--- src/rtl/subtrator_serial_if.sv ---
// subtrator_serial_if: start/done handshake, operand and result bus for the
// bit-serial subtractor. Values are two's complement bit patterns.
// The overflow signal exists only when OVERFLOW_FLAG_EN is defined.
interface subtrator_serial_if #(
   parameter int BIT = 8
);
   logic           start;
   logic [BIT-1:0] A;
   logic [BIT-1:0] B;
   logic           busy;
   logic           done;
   logic [BIT-1:0] diff;
   logic           negativo;
   logic           par;
   logic           zero;
`ifdef OVERFLOW_FLAG_EN
   logic           overflow;

   modport master (
      output start, A, B,
      input  busy, done, diff, negativo, par, zero, overflow
   );

   modport slave (
      input  start, A, B,
      output busy, done, diff, negativo, par, zero, overflow
   );
`else
   modport master (
      output start, A, B,
      input  busy, done, diff, negativo, par, zero
   );

   modport slave (
      input  start, A, B,
      output busy, done, diff, negativo, par, zero
   );
`endif
endinterface

--- src/rtl/subtrator_serial.sv ---
// subtrator_serial: bit-serial two's complement subtractor, diff = A - B,
// one bit per clock, LSB first, through a single full-subtractor cell and a
// borrow flop. A start accepted in IDLE runs BIT edges in RUN and pulses done
// for one cycle in DONE. Optional macro OVERFLOW_FLAG_EN adds the signed
// overflow flag and the sign-capture flops it needs.
module subtrator_serial #(
   parameter int BIT = 8
) (
   input  logic              clock,
   input  logic              reset,
   subtrator_serial_if.slave bus
);

   localparam int CW = (BIT > 1) ? $clog2(BIT) : 1;

   typedef enum logic [1:0] {
      IDLE = 2'd0,
      RUN  = 2'd1,
      DONE = 2'd2
   } state_t;

   state_t         state_q, state_d;
   logic [CW-1:0]  cnt_q, cnt_d;
   logic           borrow_q, borrow_d;
   logic [BIT-1:0] ra_q, ra_d;
   logic [BIT-1:0] rb_q, rb_d;
   logic [BIT-1:0] res_q, res_d;
   logic [BIT-1:0] diff_q, diff_d;
   logic           negativo_q, negativo_d;
   logic           par_q, par_d;
   logic           zero_q, zero_d;
`ifdef OVERFLOW_FLAG_EN
   logic           sign_a_q, sign_a_d;
   logic           sign_b_q, sign_b_d;
   logic           overflow_q, overflow_d;
`endif

   // Full-subtractor cell working on the current LSBs of the operand registers.
   logic a_bit, b_bit, d_bit, borrow_out;
   assign a_bit      = ra_q[0];
   assign b_bit      = rb_q[0];
   assign d_bit      = a_bit ^ b_bit ^ borrow_q;
   assign borrow_out = (~a_bit & b_bit) | (~(a_bit ^ b_bit) & borrow_q);

   // Next-state, datapath shifting and result loading.
   always_comb begin
      // NOTE: every signal gets its hold value first so no path through the
      // case can leave one unassigned and infer a latch.
      state_d    = state_q;
      cnt_d      = cnt_q;
      borrow_d   = borrow_q;
      ra_d       = ra_q;
      rb_d       = rb_q;
      res_d      = res_q;
      diff_d     = diff_q;
      negativo_d = negativo_q;
      par_d      = par_q;
      zero_d     = zero_q;
`ifdef OVERFLOW_FLAG_EN
      sign_a_d   = sign_a_q;
      sign_b_d   = sign_b_q;
      overflow_d = overflow_q;
`endif

      unique case (state_q)
         IDLE: begin
            if (bus.start) begin
               ra_d     = bus.A;
               rb_d     = bus.B;
               borrow_d = 1'b0;
               cnt_d    = '0;
`ifdef OVERFLOW_FLAG_EN
               sign_a_d = bus.A[BIT-1];
               sign_b_d = bus.B[BIT-1];
`endif
               state_d  = RUN;
            end
         end

         RUN: begin
            borrow_d = borrow_out;
            res_d    = {d_bit, res_q[BIT-1:1]};
            ra_d     = ra_q >> 1;
            rb_d     = rb_q >> 1;
            cnt_d    = cnt_q + 1'b1;
            // Last bit: publish the completed result; final borrow is dropped.
            if (cnt_q == CW'(BIT - 1)) begin
               diff_d     = res_d;
               negativo_d = res_d[BIT-1];
               par_d      = ~res_d[0];
               zero_d     = (res_d == '0);
`ifdef OVERFLOW_FLAG_EN
               overflow_d = (sign_a_q != sign_b_q) && (res_d[BIT-1] != sign_a_q);
`endif
               state_d    = DONE;
            end
         end

         DONE: begin
            state_d = IDLE;
         end

         default: begin
            state_d = IDLE;
         end
      endcase
   end

   // Control and visible-result registers; synchronous reset aborts any operation.
   always_ff @(posedge clock) begin
      // NOTE: sequential state uses non-blocking assignments so every flop
      // samples its pre-edge inputs regardless of statement order.
      if (reset) begin
         state_q    <= IDLE;
         cnt_q      <= '0;
         borrow_q   <= 1'b0;
         diff_q     <= '0;
         negativo_q <= 1'b0;
         par_q      <= 1'b0;
         zero_q     <= 1'b0;
`ifdef OVERFLOW_FLAG_EN
         sign_a_q   <= 1'b0;
         sign_b_q   <= 1'b0;
         overflow_q <= 1'b0;
`endif
      end else begin
         state_q    <= state_d;
         cnt_q      <= cnt_d;
         borrow_q   <= borrow_d;
         diff_q     <= diff_d;
         negativo_q <= negativo_d;
         par_q      <= par_d;
         zero_q     <= zero_d;
`ifdef OVERFLOW_FLAG_EN
         sign_a_q   <= sign_a_d;
         sign_b_q   <= sign_b_d;
         overflow_q <= overflow_d;
`endif
      end
   end

   // Operand and partial-result shift registers.
   always_ff @(posedge clock) begin
      // NOTE: these are not reset; they are fully reloaded on acceptance or
      // fully shifted before anything reads them, so a reset adds nothing.
      ra_q  <= ra_d;
      rb_q  <= rb_d;
      res_q <= res_d;
   end

   assign bus.busy     = (state_q != IDLE);
   assign bus.done     = (state_q == DONE);
   assign bus.diff     = diff_q;
   assign bus.negativo = negativo_q;
   assign bus.par      = par_q;
   assign bus.zero     = zero_q;
`ifdef OVERFLOW_FLAG_EN
   assign bus.overflow = overflow_q;
`endif

endmodule
--- src/flat_wrapper.sv ---
// flat-port wrapper written by rule: the top's interface ports become plain ports
module subtrator_serial_flat 
#(
   parameter int BIT = 8
)
  (clock, reset, bus_start, bus_A, bus_B, bus_busy, bus_done, bus_diff, bus_negativo, bus_par, bus_zero);
  subtrator_serial_if #(.BIT(BIT)) bus_i ();
  input  logic clock;
  input  logic reset;
  input wire logic [$bits(bus_i.start)-1:0] bus_start;
  input wire logic [$bits(bus_i.A)-1:0] bus_A;
  input wire logic [$bits(bus_i.B)-1:0] bus_B;
  output wire logic [$bits(bus_i.busy)-1:0] bus_busy;
  output wire logic [$bits(bus_i.done)-1:0] bus_done;
  output wire logic [$bits(bus_i.diff)-1:0] bus_diff;
  output wire logic [$bits(bus_i.negativo)-1:0] bus_negativo;
  output wire logic [$bits(bus_i.par)-1:0] bus_par;
  output wire logic [$bits(bus_i.zero)-1:0] bus_zero;
  assign bus_i.start = bus_start;
  assign bus_i.A = bus_A;
  assign bus_i.B = bus_B;
  assign bus_busy = bus_i.busy;
  assign bus_done = bus_i.done;
  assign bus_diff = bus_i.diff;
  assign bus_negativo = bus_i.negativo;
  assign bus_par = bus_i.par;
  assign bus_zero = bus_i.zero;
  subtrator_serial #(.BIT(BIT)) u_core (.clock(clock), .reset(reset), .bus(bus_i));
endmodule
--- config.mk ---
export PLATFORM = sky130hd
export DESIGN_NAME = subtrator_serial_flat
export DESIGN_NICKNAME = d
export VERILOG_FILES = /design/src/rtl/subtrator_serial_if.sv /design/src/rtl/subtrator_serial.sv /design/src/flat_wrapper.sv
export SDC_FILE = /design/constraint.sdc
export NUM_CORES = 1
export LEC_CHECK = 0
export CAP_MARGIN = 0
export CORE_MARGIN = 8
export CORE_UTILIZATION = 50
export CTS_BUF_LIST = sky130_fd_sc_hd__clkbuf_2 sky130_fd_sc_hd__clkbuf_4 sky130_fd_sc_hd__clkbuf_8
export DETAILED_ROUTE_END_ITERATION = 6
export MAX_ROUTING_LAYER = met4
export PLACE_DENSITY = 0.78
export SYNTH_ARGS = -nofsm -noshare
export SYNTH_HDL_FRONTEND = slang
export SYNTH_SLANG_ARGS = --single-unit
--- constraint.sdc ---
create_clock -name clock -period 3.2 [get_ports clock]
set_clock_uncertainty 0.05 [all_clocks]
set_input_delay 0.64 -clock clock [delete_from_list [all_inputs] [get_ports clock]]
set_output_delay 0.64 -clock clock [all_outputs]
set_load 0.005 [all_outputs]
Yosys cells after proc, flatten, opt, wreduce, memory -nomap -nowiden:

Cells that the tools add are included.

* register bits after elaboration: 41
* input port bits: 19
* output and inout port bits: 13
* word-level logic and storage cells: 42

* add/sub/neg operators: 1
* equality and inequality tests: 5
* multiplexer cells: 11
* bitwise gates (word level): 8
* reductions and logical operators: 7

Operator list (number)
* 8-bit case mux with 2 select lines: 2
* 8-bit two-way mux: 2
* 8-bit logical NOT: 1
* 3-bit case mux with 2 select lines: 1
* 2-bit AND reduction: 3
* 2-bit two-way mux: 2
* 2-bit case mux with 2 select lines: 1
* 2-bit nonzero test: 2
* 3-bit by 1-bit adder with 3-bit output, second input constant: 1
* 3-bit equality test, second input constant: 1
* 3-bit two-way mux: 1
* 1-bit inverter: 3
* 1-bit AND: 2
* 2-bit by 1-bit equality test with 1-bit output, second input constant: 1
* 2-bit equality test, second input constant: 1
* 2-bit logical NOT: 1
* 2-bit by 1-bit inequality test with 1-bit output, second input constant: 1
* 2-bit inequality test, second input constant: 1
* 1-bit case mux with 2 select lines: 1
* 1-bit bitwise XOR: 2
* 1-bit two-way mux: 1
* 1-bit bitwise OR: 1

Longest topological paths before layout:

* depth after elaboration: 5
* gate-level depth with buffers: 6
* mapped depth without buffers: 5

Worst setup path after synthesis:

Ideal clock, no wire load.

* path kind: input-to-reg
* start point: input bus_start
* end point: register u_core.ra_q[0] (enable)
* setup time: 0.324 ns
* arrival time: 1.206 ns
* required time: 2.826 ns
* setup slack: 1.620 ns
* cell stages on the path: 2
* path buffers: 0
* cell sequence: o21bai_1 inv_1

* word-level cells in the longest chain between the ends: 2

Ends and longest elaborated chain
* start: declaration: RTL line flat_wrapper.sv:10 `input wire logic [$bits(bus_i.start)-1:0] bus_start;`
* 2-bit inequality test (no line)
* 2-bit AND reduction (no line)
* end signal: assignment: RTL line subtrator_serial.sv:146 `ra_q <= ra_d;`
* end: declaration: RTL line subtrator_serial.sv:25 `logic [BIT-1:0] ra_q, ra_d;`

Every way passes these cells.
A chain may end at the register's enable or synchronous reset.

Final worst setup path:

* start point: register u_core.state_q[0]
* end point: output bus_busy

* word-level cells in the longest chain between the ends: 1

Ends and longest elaborated chain
* start: declaration: RTL line subtrator_serial.sv:22 `state_t state_q, state_d;`
* start signal: assignment: RTL line subtrator_serial.sv:127 `state_q <= state_d;`
* 2-bit nonzero test: RTL line subtrator_serial.sv:151 `assign bus.busy = (state_q != IDLE);`
* end: declaration: RTL line flat_wrapper.sv:13 `output wire logic [$bits(bus_i.busy)-1:0] bus_busy;`

Every way passes these cells.

==> flow_summary_export.csv <==
group,metric,value,unit
status,status,"completed",
floorplanning,core.rowCount,20,
synth,ys.flop_type,"edfxtp_1",
setup_path,path_class,"flop to primary output",
grt,track_usage,11.3,%
setup_path,cp-end-kind,"primary output",
final_layout,antennaDiodeCount,0,
final_layout,fillerInstances,242,
final_layout,finish.utilization,63.4,%
setup_path,cp_cell_sequence,"or2_2 -> clkdlybuf4s50_1",
final_layout,area_delta_synth_final,23.2,%
power_and_ir_drop,ir_worst_vdd,0.285,mV
clocking,cts_hold_buffers,0,
drt,first_iter_violations,46,
clocking,cts_resized,0,
synth,synth_edf_count,23,
sta,grt_setup_unrepaired,"no",
setup_path,crit_required,2510,ps
power_and_ir_drop,power.total,0.902,mW
place,place_hpwl,1880,µm
sta,post-route-period-util,67.2,%
synth,ys_seq_elements,39,
sta,whs,418,ps
clocking,clk_pin_slew_worst_paths,100,ps
grt,grt_first_pass_wirelength,4220,µm
synth,yosysWarnings,0,
synth,synth_top_cell_area_share,44.7,%
clocking,root_buffer,"clkbuf_4",
clocking,cts_setup_buffers,0,
floorplanning,die_w,71.6,µm
hold_path,worstHoldPathType,"flop to flop",
synth,avgSynthCellArea,13.7,µm²
sta,tightest_slew,694,ps
final_layout,nets,167,
sta,final_max_slew_viol_count,0,
sta,tns,0,ps
final_layout,layout-drive-gt1-share,8.90,%
sta,setup_violations,0,
sta,final_hold_viol_count,0,
synth,syn_area,0.00155,mm²
floorplanning,core-area,0.00300,mm²
clocking,cts_made_buffers,5,
drt,wl_per_cell,14.4,µm
synth,ys_seq_area_share,65.4,%
setup_path,max_stage_delay,450,ps
place,port_buffers,31,
synth,syn_nets,135,
setup_path,rr_worst_depth,2,
grt,grt_pass1_vias,934,
floorplanning,io_pins,32,
floorplanning,initial_core_util,51.5,%
place,gp_congestion,0.723,
flow_run,max_cap_viol_count,0,
drt,wirelength,2580,µm
drt,drt-pass1-iter-count,4,
clocking,clk_path_buf_depth,2,
floorplanning,die-area,0.00513,mm²
floorplanning,fp.dieH,71.6,µm
grt,grt_overflow,0,
clocking,htreeDepth,2,
setup_path,setup.worst_path.start_class,"flop",
clocking,cts_tree,"done",
setup_path,arrival,1460,ps
synth,synth.area.top_cells,"edfxtp_1 45%, dfxtp_1 21%, mux2_1 9.5%",
synth,async_reset_ff_share,0,%
synth,yosys.cell_types.count,27,
sta,finalCriticalPeriod,2150,ps
drt,ant_nets,0,
drt,route.detailed.drc,0,
drt,viasPerCell,5.34,
clocking,clock-sinks,39,
setup_path,crit_path_max_fanout,7,
setup_path,cpMaxStageDelayCell,"clkdlybuf4s50_1",
synth,synth_top_area_cell,"edfxtp_1",
power_and_ir_drop,leakagePower,0.675,nW
synth,syn_inst,113,
sta,max_freq,0.465,GHz
grt,grt_antenna_before_repair,0,
power_and_ir_drop,power_density,474,mW/mm²
clocking,clk-insertion-delay-late,340,ps
grt,grt_max_degree,28,
hold_path,holdPathStages,2,
drt,vias,955,
sta,maxSlewHeadroom,53.7,%
[cells in the final DEF (no fill, tap or decap), drive strengths merged, types with 2 or more instances in the layout]
| cell | count |
|---|---|
| dfxtp | 16 |
| a22oi | 3 |
| nand2 | 15 |
| ha | 2 |
| edfxtp | 23 |
| inv | 3 |
| clkbuf | 7 |
| nor2b | 4 |
| mux2 | 14 |
| clkdlybuf4s50 | 31 |
| a211oi | 3 |
| a21oi | 8 |
| nor2 | 7 |
[Yosys cell counts, types with 2 or more instances]
cell type / number
a22oi_1: 3
ha_1: 2
nand2_1: 15
inv_1: 3
nor2b_1: 3
buf_6: 3
a211oi_2: 2
nor2_1: 7
edfxtp_1: 23
a21oi_1: 8
dfxtp_1: 16
mux2_1: 13
[where the power goes]
group | total [mW] | switching (mW) | internal [mW]
combinational | 0.0734 | 0.0309 | 0.0425
sequential | 0.582 | 0.0136 | 0.569
clock | 0.247 | 0.144 | 0.103
total | 0.902 | 0.189 | 0.714
[sequential cells by signal, indices dropped and copies added, names as in the netlist]
signal / count
u_core.borrow_q: 1
u_core.res_q: 7
u_core.rb_q: 8
u_core.bus.negativo: 1
u_core.bus.par: 1
u_core.ra_q: 8
u_core.state_q: 2
u_core.bus.diff: 7
u_core.bus.zero: 1
u_core.cnt_q: 3
[kinds of logic after synthesis]
group                    after synthesis  synth area share, %
buffers and inverters                  9                 3.97
flip-flops                            39                 65.4
adder cells (fa/ha/maj)                3                 2.91
AND/OR/NAND/NOR                       32                 10.2
multiplexers                          15                 10.9
AO/OA/AOI/OAI                         15                 6.64
[per-layer routing]
layer	vias to the layer above	part of all wire, %	track usage (%)
li1	466	-	-
met1	456	42	11.4
met2	26	50	17.4
met3	7	5.3	5.86
met4	0	2.6	6.12
met5	-	0	-
[layout make-up]
cell class                      instances  area [µm²]  share of cell area (%)
Multi-Input combinational cell         65         473                    24.8
Inverter                                3        11.3                   0.591
Clock inverter                          1        5.00                   0.263
Timing Repair Buffer                   31         310                    16.3
Sequential cell                        39        1010                    53.1
Tap cell                               33        41.3                    2.17
Clock buffer                            7        52.6                    2.76
[path summary, 6_finish.rpt]
path,from,end,slack [ps]
max reg2reg,u_core.state_q[0],u_core.rb_q[6],1440
min,u_core.bus.diff[3],u_core.bus.diff[3],420
min reg2reg,u_core.bus.diff[3],u_core.bus.diff[3],420
max,u_core.state_q[0],bus_busy,1050
[per-stage QoR]
stage	area, µm²	setup slack [ps]	instances
6_report	1900	1050	179
4_1_cts	1900	1020	179
2_1_floorplan	1550	1620	113
3_5_place_dp	1850	985	171
3_3_place_gp	1850	1030	171
5_1_grt	1900	970	179
[critical path: cells and delay by family, from the launching register on]
family	cells	cell delay [ps]
buf+inv	1	450
flops	1	370
simple gates	1	310
Power figures use the tool's default switching activity.
